`src/rtl/cell_pos_writer.sv`:
```
// cell_pos_writer: streams particle positions into a cell RAM at addresses 1..N, then commits N to address 0.
// Define CELL_POS_WRITER_CLEAR_EN to zero stale words above N before the commit.
module cell_pos_writer #(
  parameter int DATA_WIDTH   = 96,
  parameter int PARTICLE_NUM = 220,
  parameter int ADDR_WIDTH   = 8
) (
  input  logic                  clock,
  input  logic                  rst_n,
  input  logic                  start,
  input  logic                  in_valid,
  output logic                  in_ready,
  input  logic [DATA_WIDTH-1:0] in_data,
  input  logic                  in_last,
  output logic [ADDR_WIDTH-1:0] ram_address,
  output logic [DATA_WIDTH-1:0] ram_data,
  output logic                  ram_wren,
  output logic                  ram_rden,
  output logic                  busy,
  output logic                  done,
  output logic                  overflow,
  output logic [ADDR_WIDTH-1:0] count
);
  localparam logic [ADDR_WIDTH-1:0] MAX_CNT = ADDR_WIDTH'(PARTICLE_NUM - 1);
  localparam logic [ADDR_WIDTH-1:0] ONE     = ADDR_WIDTH'(1);

  typedef struct packed {
    logic [ADDR_WIDTH-1:0] addr;
    logic [DATA_WIDTH-1:0] data;
    logic                  wren;
  } ram_req_t;

`ifdef CELL_POS_WRITER_CLEAR_EN
  typedef enum logic [1:0] {IDLE, FILL, CLEAR, COMMIT} state_t;
`else
  typedef enum logic [1:0] {IDLE, FILL, COMMIT} state_t;
`endif

  state_t                state;
  ram_req_t              ram_q;
  logic [ADDR_WIDTH-1:0] ptr;
  logic                  take;
  logic                  room;
  logic [ADDR_WIDTH-1:0] cnt_nxt;

  // in_ready is high only in FILL, so take implies FILL
  assign take    = in_valid && in_ready;
  assign room    = (count < MAX_CNT);
  assign cnt_nxt = room ? count + ONE : count;

  assign ram_address = ram_q.addr;
  assign ram_data    = ram_q.data;
  assign ram_wren    = ram_q.wren;
  assign ram_rden    = 1'b0;

  always_ff @(posedge clock or negedge rst_n) begin
    if (!rst_n) begin
      state    <= IDLE;
      ram_q    <= '0;
      ptr      <= '0;
      in_ready <= 1'b0;
      busy     <= 1'b0;
      done     <= 1'b0;
      overflow <= 1'b0;
      count    <= '0;
    end else begin
      ram_q.wren <= 1'b0;
      done       <= 1'b0;
      case (state)
        IDLE: if (start) begin
          state    <= FILL;
          count    <= '0;
          overflow <= 1'b0;
          ptr      <= ONE;
          in_ready <= 1'b1;
          busy     <= 1'b1;
        end
        FILL: if (take) begin
          if (room) begin
            ram_q <= '{addr: ptr, data: in_data, wren: 1'b1};
            ptr   <= ptr + ONE;
            count <= cnt_nxt;
          end else begin
            overflow <= 1'b1;
          end
          if (in_last) begin
            in_ready <= 1'b0;
`ifdef CELL_POS_WRITER_CLEAR_EN
            state <= (cnt_nxt < MAX_CNT) ? CLEAR : COMMIT;
`else
            state <= COMMIT;
`endif
          end
        end
`ifdef CELL_POS_WRITER_CLEAR_EN
        CLEAR: begin
          // ptr already sits at count+1 when CLEAR is entered
          ram_q <= '{addr: ptr, data: '0, wren: 1'b1};
          if (ptr == MAX_CNT) state <= COMMIT;
          else                ptr   <= ptr + ONE;
        end
`endif
        COMMIT: begin
          ram_q <= '{addr: '0, data: {{(DATA_WIDTH-ADDR_WIDTH){1'b0}}, count}, wren: 1'b1};
          done  <= 1'b1;
          busy  <= 1'b0;
          state <= IDLE;
        end
        default: state <= IDLE;
      endcase
    end
  end
endmodule
```
`config.mk`:
```
export PLATFORM = sky130hd
export DESIGN_NAME = cell_pos_writer
export DESIGN_NICKNAME = d
export VERILOG_FILES = /design/src/rtl/cell_pos_writer.sv
export SDC_FILE = /design/constraint.sdc
export NUM_CORES = 1
export LEC_CHECK = 0
export ABC_AREA = 1
export BUFFER_PORTS_ARGS = -buffer_cell sky130_fd_sc_hd__buf_2
export CORE_MARGIN = 1
export CORE_UTILIZATION = 52
export CTS_CLUSTER_DIAMETER = 50
export DETAILED_ROUTE_END_ITERATION = 8
export MAX_ROUTING_LAYER = met4
export PLACE_DENSITY = 0.85
export SKIP_LAST_GASP = 1
export SLEW_MARGIN = 20
export SYNTH_ARGS = -nofsm -noshare
export SYNTH_HDL_FRONTEND = slang
export SYNTH_SLANG_ARGS = --single-unit
```
`constraint.sdc`:
```
create_clock -name clock -period 3.53 [get_ports clock]
set_clock_uncertainty 0.2 [all_clocks]
set_input_delay 0.706 -clock clock [delete_from_list [all_inputs] [get_ports clock]]
set_output_delay 0.706 -clock clock [all_outputs]
set_load 0.01 [all_outputs]
```
* Word level (Yosys, flattened, before mapping)
Index checks and enable logic that the tools add are counted.
** Cells by class
- $add $sub $neg :: 2
- $mul :: 0
- Divide/modulo/power cells :: 0
- Magnitude comparators :: 1
- Eq/ne operators :: 7
- Shifts and indexed selects :: 0
- Multiplexer cells :: 25
- Bitwise gates (word level) :: 0
- Reduce and logical (&&, ||, !) cells :: 11
** Operators by type and width (count)
- 2-to-1 mux 105 bit :: 2
- one-hot mux 105 bit (2 select lines) :: 1
- 2-to-1 mux 8 bit :: 6
- one-hot mux 8 bit (2 select lines) :: 2
- adder 8 x 1 -> 8 bit (second input constant) :: 2
- AND reduction 4 bit :: 3
- != test 2 bit (second input constant) :: 5
- less-than comparator 8 bit (second input constant) :: 1
- 2-to-1 mux 1 bit :: 7
- 2-to-1 mux 2 bit :: 3
- one-hot mux 1 bit (2 select lines) :: 3
- AND reduction 3 bit :: 2
- nonzero test 2 bit :: 3
- one-hot mux 2 bit (2 select lines) :: 1
- == test 2 x 1 -> 1 bit (second input constant) :: 1
- == test 2 bit (second input constant) :: 1
- zero test 2 bit :: 1
- AND reduction 2 bit :: 1
- logical AND 1 bit :: 1
** Storage, ports and cells
- Register bits :: 127
- Bits in latches :: 0
- RAM bits :: 0
- Memory bits (read-only) :: 0
- Input bits :: 101
- Output and inout port bits :: 118
- Memories :: 0

* Longest topological paths before layout
Gate-level depths: netlist of run 1.
- Word-level depth :: 4
- Depth in mapped cells :: 12
- Mapped depth without buffers :: 10

* Worst setup path before layout of run 1
No wires, ideal clock.
- Kind :: input port to flip-flop
- Start :: input port start
- End :: register ptr[0]
- Setup time :: 0.128 ns
- Data arrival time :: 1.539 ns
- Required time :: 3.202 ns
- Slack :: 1.663 ns
- Stages :: 6
- Path buffers :: 1
- Cell sequence :: or2_2 nand2_1 a21oi_1 o21ai_4 clkbuf_2 o21ai_0
** Between the ends
- Longest elaborated chain between the ends :: 2
** RTL lines
- start: declaration :: line 10 : input logic start,
- != test 2 bit (no source line)
- AND reduction 4 bit (no source line)
- end signal: assignment :: line 81 : ptr <= ptr + ONE;
- end: declaration :: line 41 : logic [ADDR_WIDTH-1:0] ptr;
Every way passes these cells.
A chain may end at the register's enable or synchronous reset.

* Worst setup path after layout of run 1
- Start :: register state[1]
- End :: register ram_q, in the netlist ram_data[13]
** Between the ends
- Longest elaborated chain between the ends :: 3
** RTL lines
- start: declaration :: line 39 : state_t state;
- start signal: assignment :: line 58 : state <= IDLE;
- start signal: assignment :: line 71 : state <= FILL;
- start signal: assignment :: line 91 : state <= COMMIT;
- == test 2 x 1 -> 1 bit / == test 2 bit (equally long branches) :: line 69 : case (state)
- != test 2 bit (no source line) / nonzero test 2 bit (equally long branches)
- AND reduction 3 bit (no source line)
- end signal: assignment :: line 80 : ram_q <= '{addr: ptr, data: in_data, wren: 1'b1};
- end signal: assignment :: line 104 : ram_q <= '{addr: '0, data: {{(DATA_WIDTH-ADDR_WIDTH){1'b0}}, count}, wren: 1'b1};
- end: declaration :: line 40 : ram_req_t ram_q;
Parallel ways exist; a longest one is shown, timed or not.

==> flow_summary.json, run 1 <==
{
  "status": "complete, no violations",
  "grt.overflow.total": 0,
  "drc_errors": 0,
  "cts_buffers": 17,
  "setup.worst_path.class": "register to register",
  "max-cap-violations": 0,
  "io_pins": 219,
  "die_width_um": 105,
  "power_frac_comb_pct": 31.7,
  "power_switching_mw": 2.09,
  "gp_congestion": 0.912,
  "power.density_nw_per_um2": 804,
  "fin_nets": 953,
  "layout_commonest_cell": "nand2_1",
  "finalSetupViolations": 0,
  "syn2layout_area_growth_pct": 31.6,
  "hp-class": "primary input to register",
  "dp_cells": 963,
  "cts.sinks": 127,
  "clockPowerShare_pct": 31.8,
  "fin_cells": 994,
  "clk-insertion-delay-late_ns": 0.50,
  "fin_crit_ns": 2.76,
  "final_cell_mix": "nand2_1 (257), buf_2 (216), nand3_1 (139)",
  "ctsHoldBuffers": 1,
  "drt_iter0_drc": 426,
  "antenna_found_initial": 0,
  "final_max_slew_viol_count": 0,
  "wl_per_cell_um": 14.2,
  "vias": 5108,
  "synthesis.area_sq_um": 5540,
  "grt_max_degree": 96,
  "fill_cells": 835,
  "fin_area_sq_um": 7290,
  "synth_nets": 749,
  "synth_top_area_share_pct": 57.3,
  "core_area_sq_um": 10300,
  "n_antenna_cell": 0,
  "rsz0062_at_grt": "false",
  "synthCells": 643,
  "grt_pass1_wl_um": 22900,
  "swShare_pct": 35.7,
  "worstMarginPinSlew_ns": 0.616,
  "start_util_pct": 53.7,
  "wl_um": 14200,
  "dieArea_sq_um": 11100,
  "post-route-util_pct": 70.6,
  "post_cts_buffers": 0,
  "dp_hpwl_um": 9530,
  "cts_max_level": 4,
  "cp-end-kind": "register",
  "tns_ns": 0,
  "post_cts_resized": 0,
  "crit_path_max_fanout": 95,
  "place_area_sq_um": 6660,
  "cp.arrival_ns": 2.99,
  "final_antenna_net_count": 0,
  "grt_pass1_vias": 4780,
  "synth-seq-cells": 127,
  "port_buffers": 217,
  "yosys_warnings": 0,
  "p_leak_nw": 4.37,
  "yosys.area.top_type": "dfrtp_1",
  "cts_max_path_buffers": 2,
  "critPathRequiredTime_ns": 3.76,
  "synth_area_per_cell_sq_um": 8.62,
  "hold_viol": 0,
  "power_mw": 5.86,
  "p_int_mw": 3.77,
  "drive_gt1_share_pct": 31.2,
  "fp.dieH_um": 105,
  "finalWorstSetupSlack_ns": 0.766,
  "finalCritPeriodShare_pct": 78.3,
  "seq_area_frac_synth_pct": 57.3,
  "grt.total_usage_pct": 26.9,
  "ys_top_cells_by_area": "dfrtp_1 (57%), nand2_1 (17%), nand3_1 (13%)",
  "cts_tree": "done",
  "worst_setup_path_start_kind": "register",
  "avgViaCountPerCell": 5.14,
  "pre_cts_slack_ns": 0.830,
  "relSlewSlack_pct": 58.8,
  "seqPwrFrac_pct": 36.5,
  "drt_pass1_iterations": 5,
  "rows": 37,
  "ir_drop_mv": 0.426,
  "cts_root_buf": "clkbuf_8",
  "cts.clk_slew.worst_paths_ns": 0.06,
  "yosysUniqueCellTypes": 27,
  "fmax_ghz": 0.362,
  "holdWs_ns": 0.196
}
[cell type report]
type                            count  area [sq um]  area share, %
Timing Repair Buffer              225          1190           16.3
Clock inverter                     13           214           2.93
Sequential cell                   127          3180           43.6
Multi-Input combinational cell    452          2040           27.9
Inverter                           24          90.1           1.24
Tap cell                          136           170           2.33
Clock buffer                       17           414           5.68
[sequential cells by signal (all words and copies together) (netlist names)]
register     flops
busy             1
ram_data        96
state            2
ram_wren         1
in_ready         1
ptr              8
ram_address      8
overflow         1
count            8
done             1
[kinds of logic (layout without fill, tap and decap cells)]
kind of cell,count (synthesis),in the layout,share of synthesized area [%]
xor+xnor,2,2,0.316
fa+ha+maj,5,5,1.13
simple gates,414,414,31.9
buf+inv,64,279,6.03
compound gates,30,30,3.18
flops,127,127,57.3
other cells,1,1,0.0677
[path summary, 6_finish.rpt]
path	startpoint	to	slack [ns]	cells after the start
hold / removal	in_data[9]	ram_data[9]	0.20	3
setup reg to reg	state[1]	ram_data[13]	0.77	9
hold reg to reg	ram_data[56]	ram_data[56]	0.30	2
setup / recovery	state[1]	ram_data[13]	0.77	9
min in group asynchronous	rst_n	ram_data[73]	0.53	2
max in group asynchronous	rst_n	ram_data[24]	1.91	3
[layer usage]
layer,wire length (um),GRT usage [%],up-vias
li1,-,-,2480
met1,6040,34.6,2401
met2,6940,41.8,211
met3,982,7.61,16
met4,195,7.55,0
met5,0,-,-
[critical path, cell delays in order (launching register included)]
cell and delay (ns):
dfrtp_1 0.38, inv_1 0.11, ha_1 0.52, inv_2 0.20
nor2_2 0.45, nand2_4 0.12, nor2_4 0.12, buf_12 0.32
nand2_1 0.09, nand2_1 0.09
[power groups by stage]
stage                     clock (mW)  sequential, mW  combinational, mW
after detailed placement           0            2.16               1.86
after global placement             0            2.14               1.80
final                           1.86            2.14               1.86
after CTS                       1.88            2.14               1.87
after floorplan                    0            2.34              0.956
after global routing            1.97            2.19               2.07
[cells in the mapped netlist]
library cell / n
nand2_1: 258
nand3_1: 139
dfrtp_1: 127
inv_1: 22
o21ai_0: 20
buf_2: 14
buf_4: 8
clkbuf_1: 7
buf_6: 6
ha_1: 5
or2_2: 5
buf_1: 4
nor2_1: 4
o21bai_1: 4
a21oi_1: 3
nand4_1: 3
inv_2: 2
nand2_2: 2
xor2_1: 2
a21boi_0: 1
a21o_1: 1
clkbuf_2: 1
conb_1: 1
nand2_4: 1
nor2_2: 1
nor2_4: 1
o21ai_4: 1
Power figures use the tool's default switching activity.
==> run 2: changes to the inputs <==
--- a/config.mk
+++ b/config.mk
@@ -8,11 +8,11 @@
 export ABC_AREA = 1
 export BUFFER_PORTS_ARGS = -buffer_cell sky130_fd_sc_hd__buf_2
 export CORE_MARGIN = 1
-export CORE_UTILIZATION = 52
+export CORE_UTILIZATION = 49
 export CTS_CLUSTER_DIAMETER = 50
 export DETAILED_ROUTE_END_ITERATION = 8
 export MAX_ROUTING_LAYER = met4
-export PLACE_DENSITY = 0.85
+export PLACE_DENSITY = 0.81
 export SKIP_LAST_GASP = 1
 export SLEW_MARGIN = 20
 export SYNTH_ARGS = -nofsm -noshare
==> constraint.sdc (replaced) <==
create_clock -name clock -period 2.55 [get_ports clock]
set_clock_uncertainty 0.2 [all_clocks]
set_input_delay 0.51 -clock clock [delete_from_list [all_inputs] [get_ports clock]]
set_output_delay 0.51 -clock clock [all_outputs]
set_load 0.01 [all_outputs]
==> run 2 against run 1 <==
Against the previous run: setup slack worse by 0.45 ns; sequential cell count unchanged; largest cell class unchanged; utilization down 3.1 points; count of clock-buffer cells in the layout increased by 4; combinational power up 41%; critical endpoint is now ram_data[1]; total power up 40%.
==> flow_summary.json, run 2 (synthesis results as in run 1) <==
{
  "status": "complete, no violations",
  "rows": 38,
  "crit_path_max_fanout": 79,
  "worstMarginPinSlew_ns": 0.615,
  "avgViaCountPerCell": 5.01,
  "drive_gt1_share_pct": 31.6,
  "vias": 5030,
  "largest_register_ffs": 96,
  "hp-start": "in_data[85]",
  "rr_startpoint": "count[0]",
  "post_cts_resized": 0,
  "fill_cells": 907,
  "antenna_found_initial": 0,
  "ctsHoldBuffers": 1,
  "hp-class": "primary input to register",
  "core_area_sq_um": 10900,
  "relSlewSlack_pct": 58.8,
  "dr_wl_met3_um": 1080,
  "clk-insertion-delay-late_ns": 0.40,
  "max-cap-violations": 0,
  "setup.worst_path.class": "register to register",
  "layout_commonest_cell": "nand2_1",
  "grt_max_degree": 80,
  "die_width_um": 108,
  "finalSetupViolations": 0,
  "cts_buffers": 17,
  "final_cell_mix": "nand2_1 (257), buf_2 (216), nand3_1 (139)",
  "grt.total_usage_pct": 24.9,
  "tns_ns": 0,
  "dieArea_sq_um": 11700,
  "wl_met1_um": 5930,
  "topRoutingLayerUsed": "met4",
  "worst_setup_path_start_kind": "register",
  "cts_max_path_buffers": 2,
  "routed-wl-met2_um": 6700,
  "cp-end-kind": "register",
  "grt_pass1_wl_um": 21900,
  "cts.sinks": 127,
  "critPathRequiredTime_ns": 2.63,
  "multi_input_area_sq_um": 2040,
  "rsz0062_at_grt": "false",
  "final_antenna_net_count": 0,
  "fmax_ghz": 0.448,
  "cp.arrival_ns": 2.32,
  "drt_iter0_drc": 403,
  "gp_congestion": 0.905,
  "grt_pass1_vias": 4614,
  "fp.dieH_um": 108,
  "port_buffers": 217,
  "fin_crit_ns": 2.23,
  "power.density_nw_per_um2": 1110,
  "pre_cts_slack_ns": 0.310,
  "power_mw": 8.23,
  "regArea_sq_um": 3180,
  "finalCritPeriodShare_pct": 87.6,
  "drt_pass1_iterations": 7,
  "drc_errors": 0,
  "hold_viol": 0,
  "io_pins": 219,
  "cts_root_buf": "clkbuf_16",
  "n_antenna_cell": 0,
  "wl_per_cell_um": 13.8,
  "dp_hpwl_um": 9470,
  "p_leak_nw": 4.42,
  "ir_drop_mv": 0.695,
  "cts_max_level": 4,
  "start_util_pct": 50.7,
  "syn2layout_area_growth_pct": 33.3,
  "crit_start": "count[0]",
  "finalWorstSetupSlack_ns": 0.317,
  "fin_nets": 958,
  "grt.overflow.total": 0,
  "cts.clk_slew.worst_paths_ns": 0.06,
  "post_cts_buffers": 0,
  "final_max_slew_viol_count": 0,
  "wl_um": 13900,
  "cts_tree": "done"
}
-- run 2: metal layers --
layer | vias to the layer above | GRT usage, %
li1 | 2487 | -
met1 | 2313 | 31.8
met2 | 217 | 39.0
met5 | - | -
met3 | 13 | 6.21
met4 | 0 | 8.01
-- run 2: where the power goes --
part	leakage [nW]	switching (mW)	internal, mW
Sequential	1.72	0.326	2.62
Clock	0.315	0.847	1.81
Combinational	2.38	1.67	0.968
Total	4.42	2.84	5.39
-- run 2: worst paths after layout --
| kind | to | slack, ns | cells past startpoint |
|---|---|---|---|
| worst max-delay path | ram_data[1] | 0.32 | 11 |
| worst min-delay path | ram_data[85] | 0.1 | 3 |
| worst max register to register | ram_data[1] | 0.32 | 11 |
| worst min register to register | ram_data[95] | 0.30 | 2 |
| max in group asynchronous | ram_data[25] | 1.37 | 3 |
| min in group asynchronous | overflow | 0.45 | 3 |
-- run 2: final cells by class --
class                           instances  area share, %
Clock inverter                         10           2.49
Timing Repair Buffer                  230           16.9
Multi-Input combinational cell        452           27.6
Inverter                               24           1.22
Tap cell                              140           2.37
Clock buffer                           21           6.37
Sequential cell                       127           43.0
-- run 2: critical path, stage by stage, from the launching register on --
cell and delay [ns]:
dfrtp_1 0.42, ha_1 0.19, inv_1 0.04, nand2_1 0.07, nand2_1 0.06, nand2_2 0.07
nand2_2 0.17, nand2_4 0.15, buf_12 0.28, nand2_1 0.25, nand3_1 0.14, nand2_1 0.06
-- run 2: metrics by stage --
stage	cell area, sq um	util (%)	std cells	hold slack, ns
after floorplan	5540	-	643	0.0144
after CTS	7390	67.6	1004	0.0834
final	7390	67.6	1004	0.0995
after global placement	6720	61.5	972	0.282
after detailed placement	6720	61.5	972	0.288
after global routing	7390	67.6	1004	0.0874
==> run 3: changes to the inputs <==
--- a/config.mk
+++ b/config.mk
@@ -5,14 +5,14 @@
 export SDC_FILE = /design/constraint.sdc
 export NUM_CORES = 1
 export LEC_CHECK = 0
-export ABC_AREA = 1
+export ABC_AREA = 0
 export BUFFER_PORTS_ARGS = -buffer_cell sky130_fd_sc_hd__buf_2
 export CORE_MARGIN = 1
-export CORE_UTILIZATION = 49
+export CORE_UTILIZATION = 48
 export CTS_CLUSTER_DIAMETER = 50
 export DETAILED_ROUTE_END_ITERATION = 8
 export MAX_ROUTING_LAYER = met4
-export PLACE_DENSITY = 0.81
+export PLACE_DENSITY = 0.8
 export SKIP_LAST_GASP = 1
 export SLEW_MARGIN = 20
 export SYNTH_ARGS = -nofsm -noshare
==> run 3 against run 2 <==
Against the previous run: highest routed layer unchanged; die area fell by 4.5%; total power fell by 4.1%; area after synthesis fell by 6.6%; final cell count fell by 21%; first-iteration DRC count fell by 3.7%; sequential cell count did not move; clock power fell by 9.8%; wire length fell by 1.7%.
==> flow_summary.json, run 3 <==
{
  "cts_root_buf": "clkbuf_8",
  "layout_commonest_cell": "buf_2",
  "r2r_slack_ns": 0.20,
  "largest_register_ffs": 96,
  "n_antenna_cell": 0,
  "fmax_ghz": 0.426,
  "finalSetupViolations": 0,
  "final_antenna_net_count": 0,
  "synthCells": 423,
  "fp.dieH_um": 106,
  "synth_commonest_cells": "dfrtp_1 (127), a22o_1 (97), a21oi_1 (28), nand2_1 (28), nor2_1 (15)",
  "grt_pass1_wl_um": 22000,
  "setup.worst_path.class": "register to register",
  "rows": 37,
  "clk-insertion-delay-late_ns": 0.50,
  "synth-edff-count": 0,
  "cp-end-kind": "register",
  "grt_pass1_vias": 4270,
  "drc_errors": 0,
  "final_cell_mix": "buf_2 (216), dfrtp_1 (127), a22o_1 (97)",
  "gp_congestion": 0.869,
  "synth_nets": 529,
  "crit_path_max_fanout": 66,
  "cts_max_level": 4,
  "synth-seq-cells": 127,
  "hp-class": "primary input to register",
  "grt.total_usage_pct": 25.9,
  "finalCritPeriodShare_pct": 92.0,
  "cts_tree": "done",
  "post_cts_resized": 0,
  "cts_max_path_buffers": 2,
  "synth_top_area_share_pct": 61.4,
  "vias": 4465,
  "port_buffers": 217,
  "seq_area_frac_synth_pct": 61.4,
  "yosysMostFrequentCell": "dfrtp_1",
  "rr_startpoint": "state[1]",
  "wl_per_cell_um": 17.3,
  "grt.overflow.total": 0,
  "synth_top_flop_cell": "dfrtp_1",
  "rsz0062_at_grt": "false",
  "start_util_pct": 49.9,
  "power_mw": 7.90,
  "r2r_cells": 7,
  "io_pins": 219,
  "synth_area_per_cell_sq_um": 12.2,
  "pre_cts_slack_ns": 0.234,
  "worstMarginPinSlew_ns": 0.713,
  "power.density_nw_per_um2": 1120,
  "dp_hpwl_um": 9350,
  "antenna_found_initial": 0,
  "status": "complete, no violations",
  "tns_ns": 0,
  "r2r-end": "ram_data[75]",
  "yosys.area.top_type": "dfrtp_1",
  "final_max_slew_viol_count": 0,
  "worst_setup_path_start_kind": "register",
  "async_flop_share_pct": 100,
  "cp.arrival_ns": 2.57,
  "max-cap-violations": 0,
  "grt_max_degree": 67,
  "drive_gt1_share_pct": 41.3,
  "core_area_sq_um": 10400,
  "fin_crit_ns": 2.35,
  "drt_iter0_drc": 388,
  "ys_top_cells_by_area": "dfrtp_1 (61%), a22o_1 (16%), a21oi_1 (2.7%)",
  "yosysUniqueCellTypes": 44,
  "wl_um": 13600,
  "fill_cells": 800,
  "crit_start": "state[1]",
  "post-route-util_pct": 67.7,
  "fin_nets": 747,
  "cts.clk_slew.worst_paths_ns": 0.06,
  "hold_viol": 0,
  "cts.sinks": 127,
  "dieArea_sq_um": 11200,
  "avgViaCountPerCell": 5.65,
  "dp_cells": 757,
  "cts_buffers": 17,
  "syn2layout_area_growth_pct": 35.7,
  "synthesis.area_sq_um": 5180,
  "cp-endpoint": "ram_data[75]",
  "yosys_warnings": 0,
  "post_cts_buffers": 0,
  "finalWorstSetupSlack_ns": 0.203,
  "p_leak_nw": 3.87,
  "critPathRequiredTime_ns": 2.78,
  "drt_pass1_iterations": 5,
  "relSlewSlack_pct": 52.4,
  "ir_drop_mv": 0.599,
  "die_width_um": 106,
  "fin_cells": 790
}
==> run 3: per-layer routing <==
layer | vias to the layer above | track usage (%) | share of wire [%]
met5 | - | - | 0
met1 | 2240 | 33.5 | 43
met2 | 176 | 41.5 | 50
met4 | 0 | 6.85 | 0.82
li1 | 2040 | - | -
met3 | 9 | 5.50 | 6.2
==> run 3: power breakdown <==
group | internal (mW) | switching, mW
logic | 1.11 | 1.51
registers | 2.55 | 0.341
clock network | 1.52 | 0.876
total | 5.17 | 2.73
==> run 3: cell type report <==
cell class | count | area (sq um) | area share [%]
clock buffers | 19 | 432 | 6.14
clock inverters | 13 | 164 | 2.33
inverters | 5 | 18.8 | 0.267
multi-input cells | 258 | 1820 | 25.9
flip-flops and latches | 127 | 3180 | 45.2
well taps | 136 | 170 | 2.42
repair buffers | 232 | 1240 | 17.7
==> run 3: timing repair <==
item,4_1_cts,5_1_grt
hold buffers,1,0
endpoints found under the hold margin,30,0
endpoints found under the setup margin,0,0
==> run 3: worst min path at each step <==
stage                     cells past startpoint         start      endpoint  slack [ns]
after floorplan                               0         rst_n          busy        0.01
after global placement                        1  ram_data[18]  ram_data[18]        0.28
after detailed placement                      1  ram_data[74]  ram_data[74]        0.28
after CTS                                     2   in_data[41]  ram_data[41]        0.01
after global routing                          2   in_data[26]  ram_data[26]        0.01
final                                         2   in_data[85]  ram_data[85]        0.04
==> run 3: cell families after synthesis <==
logic type / synth area share [%]
fa+ha+maj: 1.21
simple gates: 7.63
flops: 61.4
buf+inv: 3.70
compound gates: 25.2
mux: 0.797
other cells: 0.0724
==> run 3: stage by stage <==
stage,hold slack (ns),area [sq um]
floorplan,0.0144,5180
global placement,0.277,6420
detailed placement,0.276,6420
finish,0.0373,7030
CTS,0.0145,7030
global route,0.00984,7030
==> run 3: critical path, stage by stage (launching register included) <==
cell	delay, ns
dfrtp_1	0.38
inv_1	0.10
ha_1	0.29
buf_4	0.23
nor2b_1	0.10
a21oi_4	0.12
buf_4	0.55
a22o_1	0.25
